### config.mk
export PLATFORM = sky130hd
export DESIGN_NAME = io_port_ctrl
export DESIGN_NICKNAME = d
export VERILOG_FILES = /design/src/rtl/io_port_ctrl.sv
export SDC_FILE = /design/constraint.sdc
export NUM_CORES = 1
export LEC_CHECK = 0
export CAP_MARGIN = 40
export CELL_PAD_IN_SITES_DETAIL_PLACEMENT = 0
export CELL_PAD_IN_SITES_GLOBAL_PLACEMENT = 1
export CORE_UTILIZATION = 35
export DETAILED_ROUTE_END_ITERATION = 12
export PLACE_DENSITY = 0.73
export SLEW_MARGIN = 15
export SYNTH_ARGS = -nofsm -noshare
export SYNTH_HDL_FRONTEND = slang
export SYNTH_SLANG_ARGS = --single-unit
### constraint.sdc
create_clock -name clkin -period 1.9 [get_ports clkin]
set_input_delay 0.38 -clock clkin [delete_from_list [all_inputs] [get_ports clkin]]
set_output_delay 0.38 -clock clkin [all_outputs]
set_load 0.01 [all_outputs]
### src/rtl/io_port_ctrl.sv
// Keyboard/display I/O controller for the uP16 CPU.
// Keyboard bytes are buffered in a first-word fall-through FIFO. Each display
// write is followed by a fixed busy window timed by a down-counter. The CPU
// sees FGI/FGO flags and a maskable, level-sensitive interrupt request.
//
// Display FSM states:
//   state | meaning
//   READY | display idle, fgo=1, next out_wr is accepted
//   BUSY  | display updating, fgo=0, out_wr ignored until timer reaches 0
module io_port_ctrl #(
    parameter int DATA_W      = 8,
    parameter int DEPTH       = 4,
    parameter int DISP_CYCLES = 3
) (
    input  logic                      clkin,
    input  logic                      rst,
    input  logic [DATA_W-1:0]         kb_data,
    input  logic                      kb_strobe,
    input  logic                      inp_rd,
    output logic [DATA_W-1:0]         inp_data,
    output logic                      fgi,
    input  logic                      out_wr,
    input  logic [DATA_W-1:0]         out_data,
    output logic [DATA_W-1:0]         display,
    output logic                      fgo,
    input  logic                      ien_in,
    input  logic                      ien_out,
    output logic                      irq,
    output logic                      ovf,
    input  logic                      clr_ovf,
    output logic [$clog2(DEPTH):0]    level
);

    localparam int AW = $clog2(DEPTH);
    localparam int LW = AW + 1;
    localparam int CW = (DISP_CYCLES > 1) ? $clog2(DISP_CYCLES) : 1;

    typedef enum logic {READY, BUSY} disp_state_t;

    logic [DATA_W-1:0] mem [DEPTH];
    logic [AW-1:0]     wr_ptr;
    logic [AW-1:0]     rd_ptr;
    logic              empty;
    logic              full;
    logic              do_push;
    logic              do_pop;
    logic              drop;

    disp_state_t       state;
    disp_state_t       state_nx;
    logic [CW-1:0]     tmr;
    logic [CW-1:0]     tmr_nx;
    logic [DATA_W-1:0] disp_nx;

    // A pop frees a slot in the same cycle, so a push into a full FIFO
    // alongside a pop is accepted rather than dropped.
    assign empty   = (level == '0);
    assign full    = (level == LW'(DEPTH));
    assign do_pop  = inp_rd & ~empty;
    assign do_push = kb_strobe & (~full | do_pop);
    assign drop    = kb_strobe & full & ~do_pop;

    assign inp_data = empty ? '0 : mem[rd_ptr];
    assign fgi      = ~empty;
    assign fgo      = (state == READY);
    assign irq      = (ien_in & fgi) | (ien_out & fgo);

    // Storage array; contents are don't-care while unoccupied, so no reset.
    always_ff @(posedge clkin) begin
        if (do_push) begin
            mem[wr_ptr] <= kb_data;
        end
    end

    // FIFO pointers, occupancy and sticky overflow flag.
    always_ff @(posedge clkin or posedge rst) begin
        if (rst) begin
            wr_ptr <= '0;
            rd_ptr <= '0;
            level  <= '0;
            ovf    <= 1'b0;
        end else begin
            if (do_push) begin
                wr_ptr <= wr_ptr + AW'(1);
            end
            if (do_pop) begin
                rd_ptr <= rd_ptr + AW'(1);
            end
            case ({do_push, do_pop})
                2'b10:   level <= level + LW'(1);
                2'b01:   level <= level - LW'(1);
                default: level <= level;
            endcase
            if (drop) begin
                ovf <= 1'b1;
            end else if (clr_ovf) begin
                ovf <= 1'b0;
            end
        end
    end

    // Display FSM register, busy timer and display latch.
    always_ff @(posedge clkin or posedge rst) begin
        if (rst) begin
            state   <= READY;
            tmr     <= '0;
            display <= '0;
        end else begin
            state   <= state_nx;
            tmr     <= tmr_nx;
            display <= disp_nx;
        end
    end

    // Display next-state: load timer on accepted write, count down while busy.
    always_comb begin
        state_nx = state;
        tmr_nx   = tmr;
        disp_nx  = display;
        case (state)
            READY: begin
                if (out_wr) begin
                    disp_nx  = out_data;
                    tmr_nx   = CW'(DISP_CYCLES - 1);
                    state_nx = BUSY;
                end
            end
            BUSY: begin
                if (tmr == '0) begin
                    state_nx = READY;
                end else begin
                    tmr_nx = tmr - CW'(1);
                end
            end
            default: begin
                state_nx = READY;
            end
        endcase
    end

endmodule

==> impl_metrics.tcl <==
set metrics [dict create \
    status "complete, but fails checks" \
    violations "setup timing" \
    wl_um 3778 \
    hp-class "input port to asynchronous set/reset pin" \
    hpwl_um 2692 \
    netlist_area_mm2 0.002150 \
    r2r-start "level[0]$_DFFE_PP0P_" \
    routed_via_density 4.496 \
    cts_tree "built" \
    met2_length_um 2124 \
    final_cells 270 \
    cp.arrival_ns 1.69 \
    final_common_cell "clkdlybuf4s50_1" \
    rsz0062_at_grt "true" \
    finalWorstSetupSlack_ns -0.1691 \
    ir_drop_mv 0.6366 \
    root_buffer "clkbuf_8" \
    design_power_total_mw 4.563 \
    port_buffers 46 \
    rrSetupSlack_ns -0.08 \
    postSynthCellCount 126 \
    die_y_um 80.37 \
    wl_met3_um 107 \
    hold_viol_final 0 \
    yosys.area.top_type "edfxtp_1" \
    maxCapViolCount 0 \
    clock_sinks 51 \
    min_period_ns 2.069 \
    yosys_warnings 0 \
    synth.avg_cell_area_um2 17.06 \
    area_growth_syn_to_layout_pct 38.01 \
    fmax_mhz 483.3 \
    via_count 1214 \
    num_io_pins 47 \
    wl_met1_um 1516 \
    clockBufferDepth 2 \
    rr_endpoint "level[2]$_DFFE_PP0P_" \
    row_count 28 \
    gp_congestion 0.6706 \
    cts-buffers-inserted 5 \
    setup_violations 11 \
    dp_cells 255 \
    end_kind "output pin" \
    grt_max_degree 20 \
    fin_crit_sh 1.089 \
    top_layer "met4" \
    ant_nets 0 \
    nets 225 \
    final-max-slew-violation-count 0 \
    powerDensity_mw_per_mm2 1538 \
    grtUsageTotal 0.1315 \
    drt_iter0_markers 37 \
    synth_fp_nets 157 \
    ys_seq_area_frac 0.6682 \
    htreeDepth 2 \
    yosys.area.top_type_share 0.4470 \
    worst_setup_path_start_kind "flop" \
    holdBufCountCts 0 \
    yosys-top-cells-area "edfxtp_1, dfrtp_1, mux4_2" \
    drive_gt1_frac 0.3487 \
    overflow 0 \
    initial_core_util 0.3631 \
    grt_pass1_vias 1332 \
    path_clk_slew_ns 0.10 \
    required_ns 1.52 \
    most-common-layout-cells "clkdlybuf4s50_1, edfxtp_1, dfrtp_1, buf_4, inv_1" \
    wire_per_inst_um 13.99 \
    coreArea_mm2 0.005921 \
    critPathKind "flop to output pin" \
    grt_pass1_wl_um 6244 \
    p_leak_nw 1.172 \
    worstPathMaxFanout 4 \
    slew_headroom 0.7114 \
    antenna_found_initial 0 \
    dr.pass1.iters 4 \
    yosys_register_bits 51 \
    fin_worst_skew_ns 0.005109 \
    clock_latency_ns 0.30 \
    drc_errors 0 \
    rr_worst_depth 10 \
    synth_cell_types 29 \
    antennaDiodeCount 0 \
    dieArea_mm2 0.006459 \
    tightest_slew_ns 0.4329 \
    fp.dieW_um 80.37 \
]
==> worst max-delay path: stages (launching register included) <==
cell and delay [ns]:
dfrtp_1 0.41, buf_12 0.13, buf_8 0.10, mux4_2 0.47
and2_1 0.14, buf_2 0.13
==> layer usage <==
layer,vias up,GRT usage
met5,-,0
met4,0,0.04286
met3,2,0.02500
met2,20,0.2373
met1,609,0.1560
li1,583,-
==> how the worst max path moves through the flow <==
stage	from	to	slack, ns	cells past startpoint
finish	rd_ptr[0]$_DFFE_PP0P_	inp_data[3]	-0.17	5
CTS	rd_ptr[0]$_DFFE_PP0P_	inp_data[3]	-0.19	5
detailed placement	inp_rd	level[2]$_DFFE_PP0P_	-0.54	10
floorplan	level[1]$_DFFE_PP0P_	level[2]$_DFFE_PP0P_	0.001	9
global placement	inp_rd	level[2]$_DFFE_PP0P_	-0.42	10
global route	rd_ptr[0]$_DFFE_PP0P_	inp_data[0]	-0.24	5
==> power breakdown <==
| group | switching, mW | leakage, nW | internal [mW] |
|---|---|---|---|
| clock network | 0.366 | 0.0467 | 0.273 |
| registers | 0.199 | 0.515 | 1.54 |
| logic | 0.841 | 0.610 | 1.34 |
| total | 1.41 | 1.17 | 3.16 |
==> sequential cells by signal, indices dropped and copies added (netlist names) <==
signal / count
wr_ptr: 2
level: 3
display: 8
mem: 32
tmr: 2
state: 1
ovf: 1
rd_ptr: 2
==> area by class of cell <==
| type | count | area (um2) |
|---|---|---|
| multi-input combinational | 60 | 666.9 |
| inverter | 11 | 41.29 |
| clock inverter | 3 | 27.53 |
| fill | 507 | 2954 |
| clock buffer | 5 | 68.82 |
| sequential | 51 | 1439 |
| tap | 75 | 93.84 |
| timing repair buffer | 65 | 629.4 |
==> cell usage after synthesis, drive strengths merged <==
| cell | n |
|---|---|
| a21oi | 2 |
| a22o | 1 |
| and2 | 13 |
| buf | 3 |
| clkbuf | 1 |
| dfrtp | 19 |
| edfxtp | 32 |
| fa | 1 |
| ha | 6 |
| inv | 11 |
| mux2 | 9 |
| mux2i | 1 |
| mux4 | 8 |
| nand2 | 2 |
| nand3 | 1 |
| nor2 | 2 |
| nor2b | 2 |
| nor3 | 1 |
| nor4b | 1 |
| o21ai | 1 |
| o21bai | 1 |
| o22ai | 1 |
| or3 | 1 |
| xnor2 | 3 |
| xor2 | 3 |
==> what timing repair did <==
action                                  4_1_cts  5_1_grt
gates cloned                                  0        0
resized for setup                            50        8
buffers inserted                              7        0
pin swaps                                    14        2
endpoints found under the setup margin       12       12
hold endpoints to repair                      0        0
==> logic make-up after synthesis <==
logic type               count (synthesis)  synth area share
AO/OA/AOI/OAI                            6           0.01746
XOR/XNOR                                 6           0.02445
adder cells (fa/ha/maj)                  7           0.04424
buffers and inverters                   15           0.03434
flip-flops                              51            0.6682
multiplexers                            18            0.1374
AND/OR/NAND/NOR                         23           0.07392
==> stage by stage <==
stage | setup TNS [ns] | cell area [um2] | hold slack, ns | worst slack, ns | util
2_1_floorplan | 0 | 2157 | 0.3310 | 0.001011 | -
3_3_place_gp | -5.492 | 2781 | 0.4900 | -0.4197 | 0.4698
3_5_place_dp | -8.523 | 2781 | 0.4960 | -0.5358 | 0.4698
4_1_cts | -1.624 | 2934 | 0.3917 | -0.1926 | 0.4956
5_1_grt | -2.130 | 2967 | 0.4252 | -0.2414 | 0.5011
6_report | -1.354 | 2967 | 0.3877 | -0.1691 | 0.5011
Note: power is estimated with default switching activity, not from simulation.
